--- config.mk ---
export PLATFORM = sky130hd
export DESIGN_NAME = arb_mux_pipe
export DESIGN_NICKNAME = d
export VERILOG_FILES = /design/src/rtl/arb_mux_pipe.sv
export SDC_FILE = /design/constraint.sdc
export NUM_CORES = 1
export LEC_CHECK = 0
export CAP_MARGIN = 40
export CORE_AREA = 2 2 435 437
export DETAILED_ROUTE_END_ITERATION = 6
export DIE_AREA = 0 0 437 439
export GPL_TIMING_DRIVEN = 0
export PLACE_DENSITY = 0.3
export SLEW_MARGIN = 5
export SYNTH_ARGS = -nofsm -noshare
export SYNTH_HDL_FRONTEND = slang
export SYNTH_SLANG_ARGS = --single-unit
--- constraint.sdc ---
create_clock -name clock -period 4.3 [get_ports clock]
set_input_delay 0.86 -clock clock [delete_from_list [all_inputs] [get_ports clock]]
set_output_delay 0.86 -clock clock [all_outputs]
set_load 0.05 [all_outputs]
--- src/rtl/arb_mux_pipe.sv ---
// Channel mux with one-word registered output stage.
// Grant comes from an external select (MODE=0) or round-robin arbitration (MODE=1).
module arb_mux_pipe #(
    parameter int WIDTH    = 32,
    parameter int CHANNELS = 32,
    parameter int MODE     = 0,
    localparam int SEL_W   = (CHANNELS > 1) ? $clog2(CHANNELS) : 1
) (
    input  logic                      clock,
    input  logic                      reset_n,
    input  logic [CHANNELS*WIDTH-1:0] in_data,
    input  logic [CHANNELS-1:0]       in_valid,
    output logic [CHANNELS-1:0]       in_ready,
    input  logic [SEL_W-1:0]          sel,
    output logic [WIDTH-1:0]          out_data,
    output logic                      out_valid,
    input  logic                      out_ready,
    output logic [SEL_W-1:0]          out_chan
);

    typedef enum logic {
        EMPTY,
        FULL
    } state_t;

    state_t state_q, state_d;
    logic [WIDTH-1:0] data_q, data_d;
    logic [SEL_W-1:0] chan_q, chan_d;
    logic [SEL_W-1:0] ptr_q, ptr_d;
    logic [SEL_W-1:0] gnt_idx;
    logic gnt_vld;
    logic slot_open;
    logic xfer;

    always_comb begin
        gnt_vld = 1'b0;
        gnt_idx = '0;
        if (MODE == 0) begin
            for (int i = 0; i < CHANNELS; i++) begin
                if (!gnt_vld && sel == SEL_W'(i) && in_valid[i]) begin
                    gnt_vld = 1'b1;
                    gnt_idx = SEL_W'(i);
                end
            end
        end else begin
            // Scan starts at ptr and wraps, so the lowest rotated index wins
            for (int k = 0; k < CHANNELS; k++) begin
                int idx;
                idx = (int'(ptr_q) + k) % CHANNELS;
                if (!gnt_vld && in_valid[idx]) begin
                    gnt_vld = 1'b1;
                    gnt_idx = SEL_W'(idx);
                end
            end
        end
    end

    // Gated by reset_n so nothing is offered while reset is held
    assign slot_open = (state_q == EMPTY) || out_ready;
    assign xfer      = gnt_vld && slot_open && reset_n;

    always_comb begin
        in_ready = '0;
        if (xfer) in_ready[gnt_idx] = 1'b1;
    end

    always_comb begin
        state_d = state_q;
        data_d  = data_q;
        chan_d  = chan_q;
        ptr_d   = ptr_q;
        if (xfer) begin
            state_d = FULL;
            data_d  = in_data[int'(gnt_idx)*WIDTH +: WIDTH];
            chan_d  = gnt_idx;
            if (gnt_idx == SEL_W'(CHANNELS - 1)) ptr_d = '0;
            else ptr_d = gnt_idx + 1'b1;
        end else if (out_ready) begin
            state_d = EMPTY;
        end
    end

    always_ff @(posedge clock or negedge reset_n) begin
        if (!reset_n) begin
            state_q <= EMPTY;
            data_q  <= '0;
            chan_q  <= '0;
            ptr_q   <= '0;
        end else begin
            state_q <= state_d;
            data_q  <= data_d;
            chan_q  <= chan_d;
            ptr_q   <= ptr_d;
        end
    end

    assign out_valid = (state_q == FULL);
    assign out_data  = data_q;
    assign out_chan  = chan_q;

endmodule

==> impl_metrics.csv, run 1 <==
group,metric,value,unit
status,outcome,"finished, violations left",
status,violations,"setup timing",
detailed_routing,ant_nets,0,
synthesis,synth_area,10300,sq um
worst_setup_path,setup.worst_path.start_class,"primary input",
pwr,peakVddDrop,0.147,mV
floorplanning,core,187000,sq um
clocking,clockBufferDepth,2,
synthesis,synth-async-reset-ratio,100,%
synthesis,synth_top_area_share,25.4,%
floorplanning,ios,1134,
floorplanning,die_area,192000,sq um
worst_setup_path,crit_type,"primary input to flip-flop",
sta,final-hold-violation-count,0,
pwr,power.share.sequential,9.8,%
sta,setup_ws,-0.0118,ns
pwr,combPwrFrac,80.6,%
clocking,root_buffer,"clkbuf_16",
synthesis,yosysUniqueCellTypes,70,
floorplanning,die_w,437,um
synthesis,synthFlopType,"dfrtp_1",
floorplanning,rows,159,
synthesis,synth_top_family_by_area,"compound AO/OA/AOI/OAI gates",
grt,overflow,0,
clocking,clock_sink_count,38,
sta,fin_setup_tns,-0.0118,ns
detailed_routing,route.detailed.drc,0,
sta,relSlewSlack,34.2,%
synthesis,synth.avg_cell_area,7.02,sq um
final_layout,final_area,29300,sq um
synthesis,synth.area.top_cells,"mux2i_1 (25%), nand2_1 (9.4%), dfrtp_1 (9.2%)",
sta,finalMaxSlewViolations,0,
floorplanning,initial_core_util,5.52,%
place,port-buffer-count,1131,
synthesis,synth-simple-area-share,23.7,%
grt,grt_use_total,23.2,%
sta,setup_viol,1,
synthesis,synth_warnings,0,
final_layout,multiInputGateArea,10100,sq um
pwr,clock_power_share,9.6,%
grt,grt_max_degree,37,
pwr,p_per_area,212,nW/um^2
synthesis,ys_seq_area_share,9.21,%
detailed_routing,wl,233000,um
pwr,p_int,0.00296,W
clocking,numCtsBuffers,5,
synthesis,synth_edf_count,0,
place,pre_cts_ws,-2.79,ns
worst_setup_path,cp.required,4.54,ns
final_layout,layout.area.seq,951,sq um
synthesis,synth-compound-area-share,30.2,%
synthesis,ys_ff_latch,38,
worst_setup_path,crit_fanout,3,
synthesis,synth-xor-area-share,0,%
synthesis,synth_most_common_cell,"mux2i_1",
grt,antenna_found_initial,139,
sta,grt_setup_unrepaired,"yes",
pwr,p_leak,11.4,nW
detailed_routing,viasPerCell,3.76,
detailed_routing,wl_per_cell,43.5,um
final_layout,drive_gt1_share,20.4,%
worst_setup_path,end_kind,"flip-flop",
worst_hold_path,hp-class,"primary input to async pin",
grt,grt_pass1_vias,20028,
place,place_hpwl,205000,um
sta,max_freq,232,MHz
clocking,cts.clk_slew.worst_paths,0.08,ns
sta,worstMarginPinSlew,0.988,ns
synthesis,synth_mux_area_share,29.6,%
clocking,h-tree-depth,2,
place,postPlaceCellArea,26600,sq um
clocking,tritoncts,"yes",
run,maxCapViolations,0,
synthesis,syn-num-nets,2535,
final_layout,nFillCells,21395,
place,gp_congestion,0.897,
pwr,total_power,0.00621,W
sta,fin_crit_sh,100,%
detailed_routing,detail_route.first_pass.iterations,7,
worst_setup_path,arrival,4.55,ns
synthesis,yosys.area.top_type,"mux2i_1",
sta,holdWs,0.327,ns
pwr,p_sw,0.00325,W
pwr,p_sw_share,52.3,%
clocking,insertion_delay,0.36,ns
grt,grt_pass1_wl,276000,um
clocking,hold_buffers,0,
sta,clock_skew,0.0314,ns
sta,period_needed,4.31,ns
detailed_routing,drt_iter0_markers,1902,
detailed_routing,vias,20131,
floorplanning,chipHeight,439,um
synthesis,synth-adder-area-share,0,%
final_layout,final_nets,3886,
synthesis,syn_inst,1471,
final_layout,area_growth_syn_to_layout,184,%
synthesis,synth_commonest_cells,"mux2i_1 (262), nand2_1 (258), a21oi_1 (115), o22ai_1 (95), nor2_1 (81)",
[power groups by stage]
stage                     combinational [W]  clock [W]  sequential (W)
final                               0.00501   0.000595        0.000608
after global routing                0.00518   0.000628        0.000630
after CTS                           0.00503   0.000634        0.000608
after detailed placement            0.00462          0        0.000616
after global placement              0.00439          0        0.000609
after floorplan                     0.00103          0         0.00108
[final cells by class]
type | count | area share [%]
Antenna cell | 38 | 0.324
Buffer | 134 | 4.57
Clock buffer | 5 | 0.426
Clock inverter | 3 | 0.235
Inverter | 6 | 0.0768
Multi-Input combinational cell | 1287 | 34.3
Sequential cell | 38 | 3.24
Tap cell | 2495 | 10.6
Timing Repair Buffer | 1350 | 46.2
[sequential cells by signal, indices dropped and copies added, names as in the netlist]
register,count
out_data,32
out_chan,5
out_valid,1
[per-layer routing]
metal	track usage, %	vias to the layer above	part of all wire, %
li1	-	8472	-
met1	28.9	10190	41
met2	40.7	1180	50
met3	3.90	243	6.0
met4	6.95	46	3.0
met5	0	-	0.12
[metrics by stage]
step | cells | utilization (%)
global placement | 5097 | 13.3
CTS | 5304 | 15.5
detailed placement | 5225 | 14.2
global route | 5342 | 15.7
finish | 5356 | 15.7
floorplan | 1471 | -
[kinds of logic (layout without fill, tap and decap cells)]
family / Yosys count / in the layout
mux: 295 / 295
buf+inv: 146 / 1498
simple gates: 522 / 522
other cells: 0 / 38
compound gates: 470 / 470
flops: 38 / 38
[worst max-delay path, stage by stage]
cell and delay (ns):
dlygate4sd2_1 0.34, mux2_2 0.36, a32o_2 0.33, a311oi_4 0.37, nand2_1 0.14, buf_4 0.15
buf_4 0.12, buf_4 0.12, buf_4 0.12, buf_4 0.12, buf_4 0.12, buf_4 0.12
buf_4 0.12, and3_1 0.14, o21ai_0 0.16, or4b_4 0.51, o32a_1 0.34
[path summary, 6_finish.rpt]
kind	from	to	slack [ns]	cells after the start
max reg2reg	out_valid	out_data[13]	1.76	9
min	reset_n	out_data[26]	0.33	1
max in group asynchronous	reset_n	out_data[10]	3.45	2
min reg2reg	out_chan[2]	out_chan[2]	0.48	2
max	in_valid[3]	out_data[2]	-0.01	17
min in group clock	out_chan[2]	out_chan[2]	0.48	2
[placed cells by master, fill, tap and decap left out, types with 28 or more instances in the layout]
cell type and count:
nand3_1 40, mux2i_1 226, dfrtp_1 38, buf_8 44, buf_4 135, diode_2 38, o21ai_0 48, buf_6 60
a21oi_1 107, and3_1 28, a31oi_1 32, nand2_1 252, o22ai_1 87, clkdlybuf4s50_1 1074, a22oi_1 40, clkbuf_1 34
nor2_1 58
[timing repair]
action | 4_1_cts | 5_1_grt
setup endpoints to repair | 69 | 62
pin swaps | 31 | 19
buffers inserted | 75 | 15
gates cloned | 2 | 0
gates resized for setup | 554 | 60
Power figures use the tool's default switching activity.
==> inputs of run 2 (changes only) <==
CORE_AREA = 4 4 437 439   (was 2 2 435 437)
DIE_AREA = 0 0 441 443   (was 0 0 437 439)
==> run 2 against run 1 <==
The run still ends with setup timing left. Cell count rose by 0.24%. Final area rose by 2.8%. Largest power group unchanged. Non-clock buffer count rose by 9.
==> impl_metrics.csv, run 2 (same netlist as run 1, synthesis figures left out) <==
group,metric,value,unit
grt,grt_use_total,23.4,%
worst_setup_path,cp.required,4.51,ns
worst_setup_path,setup.worst_path.start_class,"primary input",
pwr,combPwrFrac,82.2,%
worst_setup_path,arrival,4.56,ns
clocking,numCtsBuffers,5,
status,outcome,"finished, violations left",
pwr,total_power,0.00631,W
status,violations,"setup timing",
place,place_hpwl,210000,um
final_layout,drive_gt1_share,22.4,%
floorplanning,die_area,195000,sq um
worst_setup_path,cp_slowest_cell,"or4_4",
worst_setup_path,rrSetupSlack,1.88,ns
place,gp_congestion,0.896,
sta,relSlewSlack,13.0,%
clocking,root_buffer,"clkbuf_16",
sta,setup_ws,-0.0554,ns
final_layout,nFillCells,21216,
final_layout,mostFrequentLayoutCell,"clkdlybuf4s50_1",
clocking,clock_sink_count,38,
clocking,h-tree-depth,2,
run,maxCapViolations,0,
final_layout,layout.area.seq,951,sq um
worst_hold_path,hp-class,"primary input to async pin",
floorplanning,die_w,441,um
worst_setup_path,reg2reg_depth,8,
floorplanning,rows,159,
place,port-buffer-count,1131,
sta,final-hold-violation-count,0,
detailed_routing,wl,239000,um
grt,grt_pass1_wl,283000,um
detailed_routing,route.detailed.drc,0,
clocking,cts.clk_slew.worst_paths,0.08,ns
sta,grt_setup_unrepaired,"yes",
floorplanning,ios,1134,
sta,clock_skew,0.00785,ns
clocking,insertion_delay,0.34,ns
detailed_routing,wl_per_cell,44.4,um
sta,max_freq,230,MHz
sta,worstMarginPinSlew,1.30,ns
sta,finalMaxSlewViolations,0,
detailed_routing,ant_nets,0,
grt,antenna_found_initial,149,
pwr,p_int,0.00299,W
final_layout,area_growth_syn_to_layout,192,%
sta,setup_viol,8,
worst_setup_path,end_kind,"flip-flop",
grt,grt_max_degree,29,
final_layout,largest_reg_flops,32,
sta,period_needed,4.36,ns
pwr,p_sw,0.00331,W
final_layout,final_nets,3895,
pwr,peakVddDrop,0.143,mV
pwr,power.share.sequential,9.4,%
worst_setup_path,max_stage_delay,0.61,ns
final_layout,multiInputGateArea,10500,sq um
worst_setup_path,rr_startpoint,"out_valid",
worst_setup_path,cpMostUsedCell,"buf_12",
floorplanning,initial_core_util,5.51,%
clocking,tritoncts,"yes",
worst_setup_path,crit_fanout,7,
clocking,hold_buffers,0,
grt,grt_pass1_vias,20425,
detailed_routing,drt_iter0_markers,1854,
worst_setup_path,r2r_end,"out_data[7]",
place,pre_cts_ws,-2.88,ns
worst_setup_path,crit_type,"primary input to flip-flop",
pwr,p_per_area,209,nW/um^2
final_layout,final_cell_mix,"clkdlybuf4s50_1 (1,078), nand2_1 (253), mux2i_1 (206)",
pwr,clock_power_share,8.5,%
floorplanning,chipHeight,443,um
pwr,p_sw_share,52.5,%
detailed_routing,vias,20044,
sta,fin_crit_sh,101,%
detailed_routing,detail_route.first_pass.iterations,6,
worst_setup_path,path_cells,"clkdlybuf4s15_2 -> and3b_4 -> and3_1 -> or4_4 -> nor2_4 -> buf_12 -> buf_12 -> buf_12 -> mux2_2 -> a221o_2 -> nor4_2 -> buf_2 -> a31oi_1",
clocking,clockBufferDepth,2,
floorplanning,core,187000,sq um
detailed_routing,viasPerCell,3.73,
pwr,p_leak,11.5,nW
grt,overflow,0,
[run 2: cell types whose count changed in the layout (fill, tap and decap cells not counted), moves of 8 or more]
| cell | previous run | this run |
|---|---|---|
| mux2i_1 | 226 | 206 |
| mux2i_2 | 17 | 25 |
| mux2i_4 | 19 | 31 |
| nor2_1 | 58 | 44 |
| nor2_4 | 19 | 35 |
[run 2: metal layers]
layer,wire [um],track usage (%)
met1,95400,28.3
met2,121000,42.0
met3,15900,4.88
met4,6270,5.56
met5,295,0
[run 2: timing repair]
item / 4_1_cts / 5_1_grt
buffers inserted: 94 / 19
pin swaps: 37 / 25
endpoints found under the setup margin: 69 / 59
cloned: 6 / 0
gates resized for setup: 700 / 63
[run 2: stage by stage]
step                hold WS [ns]  std cells  setup TNS [ns]  area, sq um  utilization, %
detailed placement         0.458       5210         -157.65        26300            14.1
CTS                        0.379       5313           -2.22        29700            15.9
finish                     0.393       5369          -0.165        30200            16.1
global placement           0.458       5097         -268.33        24900            13.3
global route               0.387       5344          -0.934        30100            16.1
floorplan                  0.564       1471           -2.69        10500               -
[run 2: power by group through the flow]
stage	clock network [W]	registers, W	logic [W]
after floorplan	0	0.00108	0.00103
after global placement	0	0.000594	0.00442
after detailed placement	0	0.000600	0.00461
after CTS	0.000562	0.000592	0.00522
after global routing	0.000562	0.000609	0.00536
final	0.000535	0.000590	0.00518
[run 2: area by class of cell]
cell class | count | share of cell area [%]
Timing Repair Buffer | 1359 | 45.8
Multi-Input combinational cell | 1287 | 34.8
Tap cell | 2495 | 10.3
Buffer | 134 | 4.82
Sequential cell | 38 | 3.15
Clock buffer | 5 | 0.415
Antenna cell | 42 | 0.348
Clock inverter | 3 | 0.149
Inverter | 6 | 0.0747
[run 2: worst max-delay path: cells and delay by family]
| family | cells | cell delay [ns] |
|---|---|---|
| AND/OR/NAND/NOR | 5 | 1.71 |
| multiplexers | 1 | 0.41 |
| AO/OA/AOI/OAI | 2 | 0.59 |
| buffers and inverters | 5 | 0.93 |
[run 2: worst max-delay path by stage]
stage	start	slack (ns)	endpoint	depth (start not counted)
after floorplan	sel[0]	-0.18	in_ready[18]	11
after global placement	reset_n	-5.76	out_data[5]	6
after detailed placement	sel[3]	-2.88	in_ready[0]	14
after CTS	sel[0]	-0.13	in_ready[6]	15
after global routing	in_valid[19]	-0.09	in_ready[7]	13
final	sel[3]	-0.06	out_data[18]	13
==> inputs of run 3 (changes only) <==
PLACE_DENSITY = default   (was 0.3)
==> run 3 against run 2 <==
The flow finishes with violations (DRC, setup timing). Sequential power about the same. Hold slack better by 0.11 ns. Clock power up 15%. Sequential share of layout area about the same. Final area down 0.77%. Via count up 5.9%. Clock skew up 0.026 ns. Worst setup slack worse by 0.088 ns. Global-route usage up 1.4 points. Combinational power up 4%. Cell count up 0.48%. First-iteration DRC count up 41%. Critical path type is now primary input to output port. Critical endpoint is now in_ready[7]. Largest cell class unchanged.
==> impl_metrics.csv, run 3 (same netlist as run 1, synthesis figures left out) <==
group,metric,value,unit
status,outcome,"finished, violations left",
status,violations,"DRC, setup timing",
pwr,p_sw,0.00350,W
final_layout,nFillCells,21130,
sta,grt_setup_unrepaired,"yes",
worst_setup_path,max_stage_delay,0.57,ns
detailed_routing,ant_nets,0,
detailed_routing,viasPerCell,3.93,
pwr,power.share.sequential,9.0,%
worst_hold_path,whs_endpoint,"out_chan[0]",
floorplanning,initial_core_util,5.51,%
pwr,p_leak,11.4,nW
final_layout,final_nets,3890,
place,place_hpwl,226000,um
pwr,p_sw_share,53.2,%
worst_setup_path,cp_slowest_cell,"mux4_2",
worst_setup_path,rrSetupSlack,1.80,ns
pwr,peakVddDrop,0.151,mV
detailed_routing,vias,21219,
detailed_routing,drt_iter0_markers,2605,
worst_setup_path,setup.worst_path.start_class,"primary input",
worst_hold_path,hp-class,"flip-flop to flip-flop",
sta,relSlewSlack,17.0,%
worst_setup_path,reg2reg_depth,9,
sta,fin_setup_tns,-2.67,ns
floorplanning,die_area,195000,sq um
clocking,clockBufferDepth,2,
place,port-buffer-count,1131,
clocking,h-tree-depth,2,
sta,setup_ws,-0.144,ns
pwr,p_per_area,220,nW/um^2
sta,setup_viol,39,
detailed_routing,detail_route.first_pass.iterations,7,
worst_setup_path,rr_startpoint,"out_valid",
sta,holdWs,0.506,ns
pwr,clock_power_share,9.4,%
final_layout,mostFrequentLayoutCell,"clkdlybuf4s50_1",
floorplanning,chipHeight,443,um
sta,period_needed,4.44,ns
clocking,clock_sink_count,38,
sta,max_freq,225,MHz
clocking,root_buffer,"clkbuf_16",
worst_setup_path,r2r_end,"out_data[6]",
floorplanning,die_w,441,um
pwr,combPwrFrac,81.6,%
sta,worstMarginPinSlew,1.25,ns
place,gp_congestion,0.877,
clocking,tritoncts,"yes",
place,postPlaceCellArea,26600,sq um
final_layout,final_area,29900,sq um
run,maxCapViolations,0,
worst_setup_path,crit_type,"primary input to output port",
final_layout,drive_gt1_share,21.9,%
worst_setup_path,path_cells,"buf_8 -> buf_8 -> buf_12 -> mux4_2 -> nand3b_1 -> nand4_1 -> o31ai_4 -> nor2b_1 -> buf_6 -> clkbuf_16 -> nand3_4 -> buf_12 -> nor2_4 -> buf_6",
clocking,insertion_delay,0.35,ns
final_layout,fin_util,16.0,%
worst_setup_path,critPathLaunch,"sel[0]",
worst_hold_path,min-delay-start,"out_chan[0]",
grt,antenna_found_initial,211,
worst_setup_path,cp.required,3.44,ns
grt,grt_use_total,24.8,%
clocking,numCtsBuffers,5,
sta,finalMaxSlewViolations,0,
floorplanning,ios,1134,
final_layout,final_cell_mix,"clkdlybuf4s50_1 (1,072), nand2_1 (251), mux2i_1 (194)",
grt,grt_pass1_vias,20826,
sta,fin_crit_sh,103,%
worst_hold_path,hold_depth,2,
pwr,p_int,0.00308,W
worst_setup_path,crit_fanout,8,
detailed_routing,wl,254000,um
grt,overflow,0,
floorplanning,core,187000,sq um
worst_setup_path,end_kind,"output port",
final_layout,area_growth_syn_to_layout,190,%
clocking,cts.clk_slew.worst_paths,0.10,ns
worst_setup_path,arrival,3.58,ns
floorplanning,rows,159,
grt,grt_max_degree,40,
sta,clock_skew,0.0339,ns
sta,final-hold-violation-count,0,
detailed_routing,wl_per_cell,47.1,um
grt,grt_pass1_wl,297000,um
worst_setup_path,critical_path_buf_inv_count,7,
worst_setup_path,cp_top_family,"buffers and inverters",
place,pre_cts_ws,-3.34,ns
detailed_routing,route.detailed.drc,7,
final_layout,largest_reg_flops,32,
[run 3: how the worst max path moves through the flow]
stage / end / slack [ns] / depth (start not counted)
6_report: in_ready[7] / -0.14 / 14
5_1_grt: in_ready[17] / -0.13 / 15
4_1_cts: in_ready[17] / -0.09 / 14
3_5_place_dp: in_ready[13] / -3.34 / 13
3_3_place_gp: out_data[14] / -5.66 / 11
2_1_floorplan: in_ready[18] / -0.18 / 11
[run 3: worst min-delay path, cell delays in order, from the launching register on]
cell and delay, ns:
dfrtp_1 0.36, nand2_1 0.05, o21ai_0 0.06
[run 3: metal layers]
metal / track usage, % / routed length, um
met3: 7.92 / 23200
met1: 28.6 / 96500
met4: 10.1 / 12100
met2: 42.1 / 122000
met5: 0 / 736
[run 3: cell type report]
class | instances | area [sq um] | area share [%]
tap | 2495 | 3120 | 10.4
clock buffer | 5 | 125 | 0.418
timing repair buffer | 1353 | 13700 | 45.8
multi-input combinational | 1287 | 10300 | 34.5
sequential | 38 | 951 | 3.18
inverter | 6 | 22.5 | 0.0752
clock inverter | 3 | 68.8 | 0.230
antenna | 73 | 183 | 0.610
buffer | 135 | 1440 | 4.79
[run 3: power groups by stage]
| stage | combinational, W | clock, W | sequential [W] |
|---|---|---|---|
| 2_1_floorplan | 0.00103 | 0 | 0.00108 |
| 3_3_place_gp | 0.00458 | 0 | 0.000591 |
| 3_5_place_dp | 0.00489 | 0 | 0.000595 |
| 4_1_cts | 0.00536 | 0.000628 | 0.000588 |
| 5_1_grt | 0.00547 | 0.000620 | 0.000605 |
| 6_report | 0.00537 | 0.000617 | 0.000590 |
[run 3: what timing repair did]
action,CTS,global route
cloned,4,0
hold buffers,0,0
setup buffers,75,9
gates resized for setup,642,85
pin swaps,39,23
setup endpoints to repair,69,58
[run 3: stage by stage]
stage / total power [W] / std cells
floorplan: 0.00211 / 1471
global placement: 0.00518 / 5097
detailed placement: 0.00549 / 5233
CTS: 0.00657 / 5314
global route: 0.00670 / 5360
finish: 0.00658 / 5395
